[src/rtl/mips_pkg.sv]
// mips_pkg: shared constants and types for the pipelined MIPS core.
//   - ALU control codes driven to the EX-stage ALU.
//   - R-type funct field encodings.
//   - ALUop encodings produced by the main decoder.
//   - Operand forwarding source select.
package mips_pkg;

  // ALU control codes
  localparam logic [3:0] ALU_AND = 4'd0;
  localparam logic [3:0] ALU_OR  = 4'd1;
  localparam logic [3:0] ALU_ADD = 4'd2;
  localparam logic [3:0] ALU_SLL = 4'd3;
  localparam logic [3:0] ALU_SUB = 4'd6;
  localparam logic [3:0] ALU_SLT = 4'd7;
  localparam logic [3:0] ALU_NOR = 4'd12;
  localparam logic [3:0] ALU_NOP = 4'd15;  // ALU outputs 0

  // R-type funct encodings
  localparam logic [5:0] FUNCT_SLL = 6'h00;
  localparam logic [5:0] FUNCT_ADD = 6'h20;
  localparam logic [5:0] FUNCT_SUB = 6'h22;
  localparam logic [5:0] FUNCT_AND = 6'h24;
  localparam logic [5:0] FUNCT_OR  = 6'h25;
  localparam logic [5:0] FUNCT_NOR = 6'h27;
  localparam logic [5:0] FUNCT_SLT = 6'h2A;

  // ALUop encodings from the main decoder
  localparam logic [1:0] ALUOP_ADD   = 2'b00;
  localparam logic [1:0] ALUOP_SUB   = 2'b01;
  localparam logic [1:0] ALUOP_RTYPE = 2'b10;
  localparam logic [1:0] ALUOP_ORI   = 2'b11;

  // Forwarding source for an ALU operand
  typedef enum logic [1:0] {
    FWD_REG   = 2'd0,
    FWD_MEMWB = 2'd1,
    FWD_EXMEM = 2'd2
  } fwd_sel_e;

endpackage

[src/rtl/mips_alu_ctrl.sv]
// mips_alu_ctrl: combinational ALU control decoder.
// Ports:
//   i_aluop   - 2-bit ALUop from the main decoder
//   i_funct   - 6-bit R-type funct field
//   o_aluctrl - 4-bit ALU control code (ALU_NOP for unsupported funct)
//   o_illegal - R-type with an unsupported funct (not gated by instruction validity)
module mips_alu_ctrl
  import mips_pkg::*;
(
  input  logic [1:0] i_aluop,
  input  logic [5:0] i_funct,
  output logic [3:0] o_aluctrl,
  output logic       o_illegal
);

  always_comb begin
    o_aluctrl = ALU_NOP;
    o_illegal = 1'b0;
    unique case (i_aluop)
      ALUOP_ADD: o_aluctrl = ALU_ADD;
      ALUOP_SUB: o_aluctrl = ALU_SUB;
      ALUOP_ORI: o_aluctrl = ALU_OR;
      ALUOP_RTYPE: begin
        case (i_funct)
          FUNCT_ADD: o_aluctrl = ALU_ADD;
          FUNCT_SUB: o_aluctrl = ALU_SUB;
          FUNCT_AND: o_aluctrl = ALU_AND;
          FUNCT_OR:  o_aluctrl = ALU_OR;
          FUNCT_NOR: o_aluctrl = ALU_NOR;
          FUNCT_SLT: o_aluctrl = ALU_SLT;
          FUNCT_SLL: o_aluctrl = ALU_SLL;
          default: begin
            o_aluctrl = ALU_NOP;
            o_illegal = 1'b1;
          end
        endcase
      end
      default: o_aluctrl = ALU_NOP;
    endcase
  end

endmodule

[src/rtl/mips_id_ex_stage.sv]
// mips_id_ex_stage: ID/EX pipeline register feeding the EX-stage ALU.
// Registers decoded operands/control each cycle (priority rst > flush > stall > load),
// decodes ALUop/funct to the ALU control code, and forwards EX/MEM and MEM/WB results
// into the ALU operands.
// Build option: define IDEX_FORWARD_EN to enable forwarding; without it the operands
// always come from the registered register-file data and exmem_*/memwb_* are ignored.
// Ports:
//   clk, rst                     - clock, asynchronous active-high reset
//   stall, flush                 - hold contents / load a bubble
//   id_*                         - decoded ID-stage instruction fields and control
//   exmem_*, memwb_*             - forwarding sources
//   ex_valid, ex_aluctrl         - EX instruction valid, ALU control code
//   ex_in1, ex_in2, ex_store_data- ALU operands and forwarded store data
//   ex_dest                      - destination register index
//   ex_regwrite..ex_branch       - registered control bits
//   ex_illegal                   - unsupported R-type funct
module mips_id_ex_stage
  import mips_pkg::*;
#(
  parameter int unsigned DW = 32,
  parameter int unsigned RW = 5
) (
  input  logic          clk,
  input  logic          rst,
  input  logic          stall,
  input  logic          flush,
  input  logic          id_valid,
  input  logic [1:0]    id_aluop,
  input  logic [5:0]    id_funct,
  input  logic [4:0]    id_shamt,
  input  logic [RW-1:0] id_rs,
  input  logic [RW-1:0] id_rt,
  input  logic [RW-1:0] id_rd,
  input  logic [DW-1:0] id_rs_data,
  input  logic [DW-1:0] id_rt_data,
  input  logic [DW-1:0] id_imm,
  input  logic          id_alusrc,
  input  logic          id_regdst,
  input  logic          id_regwrite,
  input  logic          id_memread,
  input  logic          id_memwrite,
  input  logic          id_memtoreg,
  input  logic          id_branch,
  input  logic          exmem_regwrite,
  input  logic [RW-1:0] exmem_rd,
  input  logic [DW-1:0] exmem_result,
  input  logic          memwb_regwrite,
  input  logic [RW-1:0] memwb_rd,
  input  logic [DW-1:0] memwb_result,
  output logic          ex_valid,
  output logic [3:0]    ex_aluctrl,
  output logic [DW-1:0] ex_in1,
  output logic [DW-1:0] ex_in2,
  output logic [DW-1:0] ex_store_data,
  output logic [RW-1:0] ex_dest,
  output logic          ex_regwrite,
  output logic          ex_memread,
  output logic          ex_memwrite,
  output logic          ex_memtoreg,
  output logic          ex_branch,
  output logic          ex_illegal
);

  // Decode
  logic [3:0] w_dec_aluctrl;
  logic       w_dec_illegal;

  mips_alu_ctrl u_alu_ctrl (
    .i_aluop   (id_aluop),
    .i_funct   (id_funct),
    .o_aluctrl (w_dec_aluctrl),
    .o_illegal (w_dec_illegal)
  );

  // An invalid ID slot loads as a bubble: no control effects, NOP ALU code.
  logic [3:0] w_ld_aluctrl;
  logic       w_ld_illegal;
  logic [4:0] w_ld_ctl;

  always_comb begin
    w_ld_aluctrl = id_valid ? w_dec_aluctrl : ALU_NOP;
    w_ld_illegal = id_valid & w_dec_illegal;
    w_ld_ctl     = {id_regwrite, id_memread, id_memwrite, id_memtoreg, id_branch}
                   & {5{id_valid}};
  end

  // ID/EX registers
  logic          r_valid;
  logic [3:0]    r_aluctrl;
  logic          r_illegal;
  logic [4:0]    r_ctl;  // {regwrite, memread, memwrite, memtoreg, branch}
  logic [RW-1:0] r_dest;
  logic [RW-1:0] r_rs;
  logic [RW-1:0] r_rt;
  logic [DW-1:0] r_rs_data;
  logic [DW-1:0] r_rt_data;
  logic [DW-1:0] r_imm;
  logic          r_alusrc;
  logic [4:0]    r_shamt;

  always_ff @(posedge clk or posedge rst) begin
    if (rst) begin
      r_valid   <= 1'b0;
      r_aluctrl <= ALU_NOP;
      r_illegal <= 1'b0;
      r_ctl     <= '0;
      r_dest    <= '0;
      r_rs      <= '0;
      r_rt      <= '0;
      r_rs_data <= '0;
      r_rt_data <= '0;
      r_imm     <= '0;
      r_alusrc  <= 1'b0;
      r_shamt   <= '0;
    end else if (flush) begin
      // Bubble is the reset state; flush wins over stall.
      r_valid   <= 1'b0;
      r_aluctrl <= ALU_NOP;
      r_illegal <= 1'b0;
      r_ctl     <= '0;
      r_dest    <= '0;
      r_rs      <= '0;
      r_rt      <= '0;
      r_rs_data <= '0;
      r_rt_data <= '0;
      r_imm     <= '0;
      r_alusrc  <= 1'b0;
      r_shamt   <= '0;
    end else if (!stall) begin
      r_valid   <= id_valid;
      r_aluctrl <= w_ld_aluctrl;
      r_illegal <= w_ld_illegal;
      r_ctl     <= w_ld_ctl;
      r_dest    <= id_regdst ? id_rd : id_rt;
      r_rs      <= id_rs;
      r_rt      <= id_rt;
      r_rs_data <= id_rs_data;
      r_rt_data <= id_rt_data;
      r_imm     <= id_imm;
      r_alusrc  <= id_alusrc;
      r_shamt   <= id_shamt;
    end
  end

  // Forwarding select: EX/MEM is the younger result so it wins; r0 never forwards.
  fwd_sel_e w_fwd_a_sel;
  fwd_sel_e w_fwd_b_sel;

  always_comb begin
    w_fwd_a_sel = FWD_REG;
    w_fwd_b_sel = FWD_REG;
`ifdef IDEX_FORWARD_EN
    if (exmem_regwrite && (exmem_rd != '0) && (exmem_rd == r_rs)) begin
      w_fwd_a_sel = FWD_EXMEM;
    end else if (memwb_regwrite && (memwb_rd != '0) && (memwb_rd == r_rs)) begin
      w_fwd_a_sel = FWD_MEMWB;
    end
    if (exmem_regwrite && (exmem_rd != '0) && (exmem_rd == r_rt)) begin
      w_fwd_b_sel = FWD_EXMEM;
    end else if (memwb_regwrite && (memwb_rd != '0) && (memwb_rd == r_rt)) begin
      w_fwd_b_sel = FWD_MEMWB;
    end
`endif
  end

`ifndef IDEX_FORWARD_EN
  // Forwarding ports stay on the interface but have no function in this build.
  logic w_unused_fwd;
  assign w_unused_fwd = ^{exmem_regwrite, exmem_rd, exmem_result,
                          memwb_regwrite, memwb_rd, memwb_result};
`endif

  logic [DW-1:0] w_fwd_a;
  logic [DW-1:0] w_fwd_b;
  logic [DW-1:0] w_shamt_ext;

  always_comb begin
    w_fwd_a = r_rs_data;
    w_fwd_b = r_rt_data;
    case (w_fwd_a_sel)
      FWD_EXMEM: w_fwd_a = exmem_result;
      FWD_MEMWB: w_fwd_a = memwb_result;
      default:   w_fwd_a = r_rs_data;
    endcase
    case (w_fwd_b_sel)
      FWD_EXMEM: w_fwd_b = exmem_result;
      FWD_MEMWB: w_fwd_b = memwb_result;
      default:   w_fwd_b = r_rt_data;
    endcase
    w_shamt_ext = {{(DW-5){1'b0}}, r_shamt};
  end

  // Operand muxing: SLL shifts rt by shamt, so rt goes to in1.
  always_comb begin
    if (r_aluctrl == ALU_SLL) begin
      ex_in1 = w_fwd_b;
      ex_in2 = w_shamt_ext;
    end else begin
      ex_in1 = w_fwd_a;
      ex_in2 = r_alusrc ? r_imm : w_fwd_b;
    end
    ex_store_data = w_fwd_b;
  end

  assign ex_valid    = r_valid;
  assign ex_aluctrl  = r_aluctrl;
  assign ex_illegal  = r_illegal;
  assign ex_dest     = r_dest;
  assign ex_regwrite = r_ctl[4];
  assign ex_memread  = r_ctl[3];
  assign ex_memwrite = r_ctl[2];
  assign ex_memtoreg = r_ctl[1];
  assign ex_branch   = r_ctl[0];

endmodule

[config.mk]
export PLATFORM = sky130hd
export DESIGN_NAME = mips_id_ex_stage
export DESIGN_NICKNAME = d
export VERILOG_FILES = /design/src/rtl/mips_pkg.sv /design/src/rtl/mips_alu_ctrl.sv /design/src/rtl/mips_id_ex_stage.sv
export SDC_FILE = /design/constraint.sdc
export NUM_CORES = 1
export LEC_CHECK = 0
export ABC_AREA = 1
export BUFFER_PORTS_ARGS = -buffer_cell sky130_fd_sc_hd__buf_4
export CORE_MARGIN = 10
export CORE_UTILIZATION = 36
export CTS_CLUSTER_DIAMETER = 80
export DETAILED_ROUTE_END_ITERATION = 7
export PLACE_DENSITY = 0.76
export SETUP_SLACK_MARGIN = 0.5
export SKIP_CTS_REPAIR_TIMING = 1
export SLEW_MARGIN = 0
export SYNTH_ARGS = -nofsm -noshare
export SYNTH_HDL_FRONTEND = slang
export SYNTH_SLANG_ARGS = --single-unit
[constraint.sdc]
create_clock -name clk -period 4.95 [get_ports clk]
set_clock_uncertainty 0.15 [all_clocks]
set_input_delay 0.7425 -clock clk [delete_from_list [all_inputs] [get_ports clk]]
set_output_delay 0.7425 -clock clk [all_outputs]
set_load 0.02 [all_outputs]
# Word level (Yosys, flattened, before mapping)
# Cells that the tools add are included.
[word_totals] in_bits=212 reg_bits=118 output_inout_bits=112
[classes] n_bitwise=2 muxes=29 eq_ne=11 reduce_logical=3
[op_table] operator="$mux W32" n=9
[op_table] operator="$eq A6 B6 Y1 const B" n=6
[op_table] operator="$mux W5" n=7
[op_table] operator="$pmux W4 S7" n=1
[op_table] operator="$pmux W4 S4" n=1
[op_table] operator="$mux W4" n=3
[op_table] operator="$mux W1" n=8
[op_table] operator="$reduce_or A7 Y1" n=1
[op_table] operator="$logic_not A6 Y1" n=1
[op_table] operator="$and A5 B5 Y5" n=1
[op_table] operator="$eq A2 B2 Y1 const B" n=2
[op_table] operator="$eq A4 B2 Y1 const B" n=1
[op_table] operator="$eq A2 B1 Y1 const B" n=1
[op_table] operator="$logic_not A2 Y1" n=1
[op_table] operator="$ne A2 B1 Y1 const B" n=1
[op_table] operator="$and A1 B1 Y1" n=1

# Depth between registers and ports, before layout
# Gate-level depths: netlist of the first run.
[depth] depth_word=7 depth_mapped=10

# Cells and area by module
# From an unflattened synthesis of the first run, not the netlist that was laid out.
[hier_totals] hier_cells=852 hier_area_um2=5965.7
[modules_own_cells] mod="mips_id_ex_stage" seq_area_each_um2=2957.8 area_per_inst_um2=5726.7 n_inst=1 cells_each=811
[modules_own_cells] mod="mips_alu_ctrl" seq_area_each_um2=0.0 area_per_inst_um2=239.0 n_inst=1 cells_each=41

# Worst setup path before layout of the first run
# OpenSTA, ideal clock, no wires.
[synth_path] kind="register to output" startpoint="register r_aluctrl[1] (netlist: ex_aluctrl[1])" endpoint="output ex_in1[10]" t_arrival_ns=1.492 path_buffers=2 setup_slack_ns=2.565 stages_incl_launch_ff=5 t_required_ns=4.058 cell_sequence="dfstp_2 > nand3_1 > buf_2 > clkbuf_1 > o21ai_0"
[synth_between] elab_chain_cells=2
[synth_lines] element="from (decl)" line_no="mips_id_ex_stage.sv:89" text="logic [3:0] r_aluctrl;"
[synth_lines] element="from (signal assigned)" line_no="mips_id_ex_stage.sv:131" text="r_aluctrl <= w_ld_aluctrl;"
[synth_lines] element="$eq A4 B2 Y1" line_no="mips_id_ex_stage.sv:195" text="if (r_aluctrl == ALU_SLL) begin"
[synth_lines] element="$mux W32" line_no="mips_id_ex_stage.sv:195"
[synth_lines] element="to (decl)" line_no="mips_id_ex_stage.sv:52" text="output logic [DW-1:0] ex_in1,"
# Every way passes these cells.

# Worst setup path after layout of the first run
[layout_path] startpoint="register r_aluctrl[2] (netlist: ex_aluctrl[2])" endpoint="output ex_in2[0]"
[layout_between] elab_chain_cells=2
[layout_lines] element="$eq A4 B2 Y1" line_no="mips_id_ex_stage.sv:195"
[layout_lines] element="$mux W32" line_no="mips_id_ex_stage.sv:195"
[layout_lines] element="to (decl)" line_no="mips_id_ex_stage.sv:53" text="output logic [DW-1:0] ex_in2,"
# Every way passes these cells.

==> flow_summary_export.csv, run 1 <==
group,metric,value,unit
routing,finalWirelength,18.68,mm
floorplan,die_w,145.9,um
setup_path,crit_required,4.06,ns
floorplan,start_util,37.14,%
grt,first_global_vias,5692,
sta,final.setup.tns,0,ns
clock_network,cts_tree,"done",
clock_network,cts_sinks,118,
floorplan,num_rows,45,
final_layout,diodes,0,
setup_path,arrival,2.40,ns
yosys,post_synth.cell_area_avg,7.622,um2
run,drv_cap,0,
sta,max_freq,304.2,MHz
yosys,synth_edf_count,0,
setup_path,r2r_start,"r_alusrc",
yosys,ys_top_cells_by_area,"dfrtp_1 50%, nand2_1 18%, o21ai_0 9.9%",
final_layout,fin_nets,1180,
final_layout,regArea,2959,um2
pwr,max-vdd-ir-drop,0.2105,mV
final_layout,final_util,53.38,%
setup_path,endpoint_kind,"primary output",
routing,vias,5627,
sta,finalCritPeriodShare,66.42,%
sta,rsz0062_at_grt,"false",
clock_network,clock_latency,0.40,ns
clock_network,path_clk_slew,0.05,ns
setup_path,r2r_slack,3.36,ns
sta,worst_pin_slew,1.136,ns
placement,place_congestion,0.7846,
sta,slew_viol_final,0,
setup_path,slowest_delay,0.55,ns
grt,grt_pass1_wl,30.27,mm
floorplan,die_y,145.9,um
grt,grt_usage,17.33,%
yosys,yosys_warnings,0,
clock_network,clock-root-buffer,"clkbuf_16",
setup_path,cp_max_fo,56,
yosys,seq_area_frac_synth,51.81,%
sta,whs,0.03800,ns
final_layout,synthToLayoutAreaGrowth,43.72,%
setup_path,cp-start-kind,"flop",
sta,hold_violations,0,
final_layout,multiInputGateArea,2233,um2
yosys,synth_area_leader_cell,"dfrtp_1",
setup_path,path_cells,"nor2_1 > nand3_4 > buf_4 > o211ai_1 > o21ai_0 > buf_4",
placement,io_buffer_count,242,
setup_path,ff2ff_path_depth,2,
setup_path,crit_slowest_cell,"dfstp_2",
clock_network,cts_buffers,17,
setup_path,r2r_end,"r_alusrc",
yosys,synthCells,749,
clock_network,cts_buffer_depth,2,
routing,drt_iter0_drc,286,
setup_path,cp_common_cell,"buf_4",
yosys,netlist_top_cells_count,"269 x nand2_1, 114 x dfrtp_1, 113 x o21ai_0",
pwr,p_leak,0.004426,uW
sta,relSlewSlack,24.24,%
grt,overflow,0,
grt,antenna_found_initial,0,
final_layout,drive_gt1_share,29.90,%
yosys,yosysMostFrequentCell,"nand2_1",
run_status,status,"finished clean",
grt,grt_max_degree,75,
clock_network,cts_max_level,4,
yosys,yosys_most_used_dff,"dfrtp_1",
floorplan,core,15370,um2
yosys,synth_top_area_share,49.97,%
pwr,power_density,329.4,nW/um2
yosys,ys_seq_elements,118,
sta,finalCriticalPeriod,3.288,ns
sta,setup_viol,0,
yosys,netlist_area,5709,um2
worst_hold_path,hold_class,"input port to asynchronous set/reset pin",
routing,viasPerCell,4.725,
placement,hpwlAfterDp,13.20,mm
yosys,syn-num-nets,961,
floorplan,die-area,21300,um2
routing,drc,0,
floorplan,io_pins,324,
setup_path,startpoint,"ex_aluctrl[2]",
routing,firstDrtPassIters,6,
setup_path,crit_type,"flop to primary output",
yosys,synthArstFlopShare,100.0,%
yosys,synth_cell_types,21,
routing,wl_per_cell,15.68,um
final_layout,fill_cells,1486,
routing,ant_nets,0,
==> final cells by class <==
type | instances | area share (%)
flip-flops and latches | 118 | 36.06
inverters | 81 | 3.736
repair buffers | 248 | 22.69
clock buffers | 21 | 5.489
well taps | 211 | 3.217
multi-input cells | 502 | 27.22
clock inverters | 10 | 1.586
==> cell usage in the layout, fill, tap and decap left out, drive strengths merged, types with 21 or more instances in the layout <==
cell,synthesis,layout
nand2,272,272
nand3,73,73
clkbuf,15,21
buf,33,248
o21ai,119,119
nor2,22,22
dfrtp,114,114
inv,81,81
==> critical path, delay by kind of cell, from the launching register on <==
family,cells,cell delay (ns)
buffers and inverters,2,0.71
DFF,1,0.55
and+or+nand+nor,2,0.41
AOI/OAI and AO/OA,2,0.28
==> power breakdown <==
group | switching [uW] | internal (uW)
clock network | 420 | 796
logic | 245 | 184
registers | 37.4 | 1020
total | 703 | 2000
==> sequential cells by signal, indices dropped and copies added, names as in the netlist, 4 cells and up <==
signal / count
ex_aluctrl: 4
r_ctl: 5
r_rt_data: 32
r_imm: 32
r_shamt: 5
r_rs_data: 32
ex_dest: 5
==> metal layers <==
| metal | track usage (%) | wire length (um) | vias up |
|---|---|---|---|
| li1 | - | - | 2805 |
| met1 | 20.19 | 7618 | 2594 |
| met2 | 28.12 | 9079 | 204 |
| met3 | 6.582 | 1632 | 24 |
| met4 | 6.926 | 346 | 0 |
| met5 | 0 | 0 | - |
==> per-stage QoR <==
step           cells  worst slack [ns]  area, um2  total power (uW)
2_1_floorplan    749            0.9350       5709              1286
3_3_place_gp    1160             2.078       7625              1502
3_5_place_dp    1160             2.016       7625              1509
4_1_cts         1191             1.617       8205              2735
5_1_grt         1191             1.449       8205              2830
6_report        1191             1.662       8205              2703
==> cells by family (layout without fill, tap and decap cells) <==
group	count (synthesis)	count (layout)	share of synthesized area, %
flip-flops	118	118	51.81
buffers and inverters	129	360	9.292
AO/OA/AOI/OAI	134	134	12.47
AND/OR/NAND/NOR	368	368	26.43
==> how the worst max path moves through the flow <==
| stage | end | slack, ns | depth (start not counted) |
|---|---|---|---|
| after floorplan | ex_dest[0] | 0.94 | 1 |
| after global routing | ex_in2[0] | 1.45 | 6 |
| final | ex_in2[0] | 1.66 | 6 |
| after CTS | ex_in2[1] | 1.62 | 6 |
| after global placement | ex_in2[0] | 2.08 | 6 |
| after detailed placement | r_rt_data[16] | 2.02 | 3 |
No activity file was read; power rests on OpenSTA's default activity.
==> run 2: changes to the inputs <==
ABC_AREA = 0   (was 1)
PLACE_DENSITY = 0.75   (was 0.76)
clock period = 3.4 ns   (was 4.95 ns; I/O delays follow)
==> run 2 against run 1 <==
  * Sequential power increased by 46%
  * Cell count down 17%
  * Clock power grew 52%
  * Core utilization is 0.59 points lower
  * Sequential share of layout area is 0.78 points lower
  * Area after synthesis grew 2.0%
  * Cell area rose by 2.2%
  * Count of clock-buffer cells in the layout increased by 3
  * Via count down 16%
  * Flip-flop and latch count unchanged
  * Critical path type unchanged
  * Non-clock buffer count unchanged
  * Worst setup slack worse by 1.0 ns
==> flow_summary_export.csv, run 2 <==
group,metric,value,unit
final_layout,final_common_cell,"buf_4",
sta,final.setup.tns,0,ns
yosys,ys_top_cells_by_area,"dfrtp_1 49%, mux2i_1 24%, nor2_1 9.3%",
run,drv_cap,0,
placement,io_buffer_count,242,
grt,first_global_vias,4886,
yosys,yosys_warnings,0,
setup_path,endpoint_kind,"primary output",
setup_path,cp_num_buf_inv,2,
yosys,netlist_area,5826,um2
sta,hold_violations,0,
floorplan,die_y,147.2,um
sta,worst_pin_slew,0.8292,ns
placement,place_congestion,0.7596,
sta,finalCriticalPeriod,2.782,ns
setup_path,cp_common_cell,"buf_4",
grt,grt_busiest_layer,"met2",
grt,gr-usage-met3,6.112,%
yosys,yosys_most_used_dff,"dfrtp_1",
sta,whs,0.06603,ns
clock_network,cts_max_level,4,
clock_network,clock-root-buffer,"clkbuf_16",
sta,rsz0062_at_grt,"false",
setup_path,cp.depth,5,
clock_network,path_clk_slew,0.05,ns
routing,ant_nets,0,
routing,finalWirelength,17.20,mm
yosys,syn-num-nets,738,
floorplan,die-area,21670,um2
setup_path,crit_slowest_cell,"dfstp_2",
grt,grt_max_degree,119,
setup_path,cp-start-kind,"flop",
placement,place_inst,951,
clock_network,cts_sinks,118,
routing,vias,4700,
setup_path,r2r_end,"r_alusrc",
yosys,synth_cell_types,32,
floorplan,start_util,36.67,%
final_layout,final_cell_mix,"243 x buf_4, 144 x nor2_1, 139 x mux2i_1",
routing,viasPerCell,4.781,
pwr,p_leak,0.004390,uW
setup_path,r2r_slack,1.97,ns
pwr,max-vdd-ir-drop,0.2916,mV
setup_path,startpoint,"ex_aluctrl[0]",
grt,grt_usage,15.42,%
final_layout,drive_gt1_share,41.07,%
floorplan,core,15890,um2
setup_path,arrival,2.12,ns
sta,setup_viol,0,
setup_path,endpoint,"ex_in1[25]",
routing,wl_per_cell,17.49,um
sta,relSlewSlack,44.72,%
floorplan,die_w,147.2,um
pwr,power_density,484.3,nW/um2
yosys,netlist_top_cells_count,"144 x nor2_1, 139 x mux2i_1, 114 x dfrtp_1",
final_layout,fin_nets,966,
setup_path,ff2ff_path_depth,3,
grt,met2_usage,24.12,%
clock_network,clock_latency,0.40,ns
clock_network,cts_buffer_depth,2,
setup_path,r2r_start,"r_alusrc",
yosys,post_synth.cell_area_avg,11.08,um2
final_layout,instances_no_fill,983,
clock_network,cts_buffers,17,
setup_path,cp_max_fo,32,
sta,max_freq,359.5,MHz
final_layout,reg_top3,"r_imm x32, r_rs_data x32, r_rt_data x32",
worst_hold_path,hold_class,"input port to asynchronous set/reset pin",
routing,drt_iter0_drc,150,
final_layout,synthToLayoutAreaGrowth,43.96,%
grt,grt_pass1_wl,27.31,mm
yosys,seq_area_frac_synth,50.77,%
yosys,yosysMostFrequentCell,"nor2_1",
yosys,ys_seq_elements,118,
setup_path,crit_type,"flop to primary output",
setup_path,crit_required,2.74,ns
sta,slew_viol_final,0,
setup_path,critPathTopFamily,"buffers and inverters",
routing,drc,0,
grt,antenna_found_initial,0,
clock_network,cts_tree,"done",
floorplan,io_pins,324,
floorplan,num_rows,46,
grt,overflow,0,
final_layout,diodes,0,
run_status,status,"finished clean",
yosys,synth_top_area_share,48.97,%
yosys,synth_edf_count,0,
sta,finalCritPeriodShare,81.82,%
yosys,synthArstFlopShare,100.0,%
yosys,synthCells,526,
yosys,synth_area_leader_cell,"dfrtp_1",
final_layout,final_util,52.80,%
setup_path,path_cells,"nand2_1 > nor3_4 > buf_4 > mux2_2 > buf_4",
setup_path,slowest_delay,0.54,ns
placement,hpwlAfterDp,12.11,mm
routing,firstDrtPassIters,4,
grt,grt_util_met1,19.11,%
run 2: cells by family (layout without fill, tap and decap cells):
family,after synthesis,count (layout),synth area share [%]
DFF,118,118,50.77
muxes,171,171,30.07
and+or+nand+nor,166,166,11.64
xor gates and xnor gates,1,1,0.1504
buffers and inverters,41,282,4.124
AOI/OAI and AO/OA,29,29,3.243
run 2: worst min-delay path, cell delays in order:
cell,delay (ns)
buf_4,0.12
clkinvlp_4,0.07
buf_12,0.40
run 2: routing by layer:
layer,routed length [um],up-vias
met5,0,-
met4,254,0
met3,1370,20
met2,8056,156
met1,7512,2267
li1,-,2257
run 2: per-stage QoR:
stage / area [um2] / setup WS, ns / total power [uW]
detailed placement: 7771 / 0.9837 / 2247
global placement: 7771 / 0.9977 / 2235
floorplan: 5829 / 1.233 / 1926
CTS: 8383 / 0.5452 / 4125
finish: 8387 / 0.6183 / 4062
global route: 8387 / 0.5099 / 4235
run 2: worst min-delay path by stage:
stage / endpoint / cells after the start
finish: r_rs_data[13] / 3
global placement: ex_valid / 1
CTS: r_ctl[0] / 2
global route: r_rs_data[14] / 3
detailed placement: ex_valid / 1
floorplan: r_rs_data[3] / 2
run 2: layout make-up:
cell class	instances	area (um2)
Clock buffer	24	491.7
Fill cell	1486	7498
Multi-Input combinational cell	367	2628
Inverter	2	11.26
Tap cell	216	270.3
Sequential cell	118	2959
Clock inverter	8	120.1
Timing Repair Buffer	248	1907
run 2: report_power, final:
part	internal [uW]	switching (uW)
Combinational	326	341
Sequential	1480	60.8
Clock	1230	621
==> run 3: changes to the inputs <==
PLACE_DENSITY = 0.78   (was 0.75)
clock period = 2.3 ns   (was 3.4 ns; I/O delays follow)
==> run 3 against run 2 <==
  * The flow now finishes with violations (setup timing)
  * Wire length grew 7.9%
  * Non-clock buffer count up 18
  * Combinational power grew 60%
  * Critical path depth is 1 higher
  * Via count up 4.5%
  * Largest cell class unchanged
==> flow_summary_export.csv, run 3 (same netlist as run 2, synthesis figures left out) <==
group,metric,value,unit
run_status,status,"finished, violations left",
run_status,violations,"setup timing",
placement,io_buffer_count,242,
final_layout,fill_cells,1379,
grt,overflow,0,
floorplan,io_pins,324,
routing,wl_per_cell,18.53,um
final_layout,diodes,0,
pwr,p_leak,0.004582,uW
final_layout,multiInputGateArea,2723,um2
final_layout,regArea,2959,um2
grt,antenna_found_initial,0,
sta,finalCriticalPeriod,2.578,ns
placement,place_congestion,0.8149,
setup_path,r2r_start,"ex_aluctrl[0]",
sta,hold_violations,0,
worst_hold_path,hp-start,"id_branch",
final_layout,reg_top3,"r_imm x32, r_rs_data x32, r_rt_data x32",
floorplan,core,15890,um2
sta,slew_viol_final,0,
worst_hold_path,whs_path_depth,2,
grt,grt_max_degree,60,
sta,finalCritPeriodShare,112.1,%
floorplan,start_util,36.67,%
grt,first_global_vias,5233,
pwr,max-vdd-ir-drop,0.5664,mV
clock_network,path_clk_slew,0.06,ns
clock_network,clock_latency,0.40,ns
grt,grt_pass1_wl,28.25,mm
final_layout,final_cell_mix,"220 x buf_4, 143 x nor2_1, 139 x mux2i_1",
sta,relSlewSlack,60.10,%
routing,firstDrtPassIters,7,
setup_path,arrival,2.08,ns
final_layout,fin_nets,984,
setup_path,crit_required,1.80,ns
final_layout,drive_gt1_share,42.80,%
routing,vias,4912,
clock_network,cts_max_level,4,
sta,whs,0.007169,ns
setup_path,cp-start-kind,"flop",
clock_network,cts_buffers,17,
sta,rsz0062_at_grt,"true",
clock_network,cts_buffer_depth,2,
setup_path,crit_type,"flop to primary output",
routing,finalWirelength,18.55,mm
setup_path,endpoint_kind,"primary output",
clock_network,cts_tree,"done",
floorplan,die-area,21670,um2
clock_network,cts_sinks,118,
routing,drt_iter0_drc,244,
worst_hold_path,hold-path-endpoint,"r_ctl[0]",
routing,drc,0,
sta,max_freq,387.9,MHz
sta,setup_viol,64,
final_layout,instances_no_fill,1001,
final_layout,final_common_cell,"buf_4",
routing,viasPerCell,4.907,
floorplan,die_w,147.2,um
clock_network,clock-root-buffer,"clkbuf_16",
floorplan,die_y,147.2,um
routing,ant_nets,0,
run,drv_cap,0,
pwr,power_density,696.5,nW/um2
floorplan,num_rows,46,
final_layout,synthToLayoutAreaGrowth,52.15,%
sta,worst_pin_slew,0.5985,ns
setup_path,ff2ff_path_depth,4,
setup_path,r2r_end,"ex_aluctrl[0]",
placement,hpwlAfterDp,12.69,mm
setup_path,r2r_slack,1.11,ns
placement,place_inst,956,
setup_path,cp_max_fo,8,
sta,finalWorstSetupSlack,-0.2777,ns
grt,grt_usage,16.04,%
worst_hold_path,hold_class,"input port to flop",
run 3: cell types whose count changed in the layout (fill, tap and decap cells not counted), sizes merged:
cell	delta
buf	+12
inv	+1
clkinvlp	+1
bufinv	+1
clkinv	+1
dlygate4sd3	+3
clkbuf	-1
run 3: worst max path at each step:
stage                        startpoint         end  slack [ns]  cells after the start
after floorplan           ex_aluctrl[1]  ex_in1[30]        0.32                      4
after global placement    ex_aluctrl[1]  ex_in1[27]        0.16                      5
after detailed placement  ex_aluctrl[0]  ex_in1[27]        0.13                      5
after CTS                 ex_aluctrl[0]  ex_in1[27]       -0.31                      5
after global routing      ex_aluctrl[0]  ex_in1[11]       -0.34                      6
final                     ex_aluctrl[0]  ex_in1[11]       -0.28                      6
run 3: metal layers:
metal,vias up,global-route usage [%],part of all wire (%)
li1,2285,-,-
met1,2418,17.88,40
met2,189,27.59,51
met3,20,6.265,8.0
met4,0,4.906,1.2
met5,-,0,0
run 3: final cells by class:
cell class              instances  area share (%)
flip-flops and latches        118           33.39
repair buffers                266           25.59
multi-input cells             367           30.72
inverters                       2          0.1270
clock buffers                  20           5.152
clock inverters                12           1.976
well taps                     216           3.049
run 3: per-stage QoR:
step	utilization (%)	cell area (um2)	total power, uW	TNS (ns)	setup WS (ns)
after floorplan	-	5888	2859	0	0.3167
after global placement	49.84	7918	3327	0	0.1568
after detailed placement	49.84	7918	3347	0	0.1292
after CTS	53.82	8549	6201	-8.359	-0.3149
after global routing	55.80	8864	6418	-14.69	-0.3386
final	55.80	8864	6173	-10.18	-0.2777
run 3: power breakdown:
part,switching [uW],total (uW),internal (uW)
sequential,84.7,2280,2190
combinational,531,1070,535
clock,959,2830,1870
total,1570,6170,4600
run 3: critical path, stage by stage (launching register included):
cell and delay [ns]:
dfstp_2 0.56, nand2_2 0.07, nor3_4 0.26, buf_6 0.17, clkbuf_16 0.16, mux2_4 0.32, buf_6 0.14
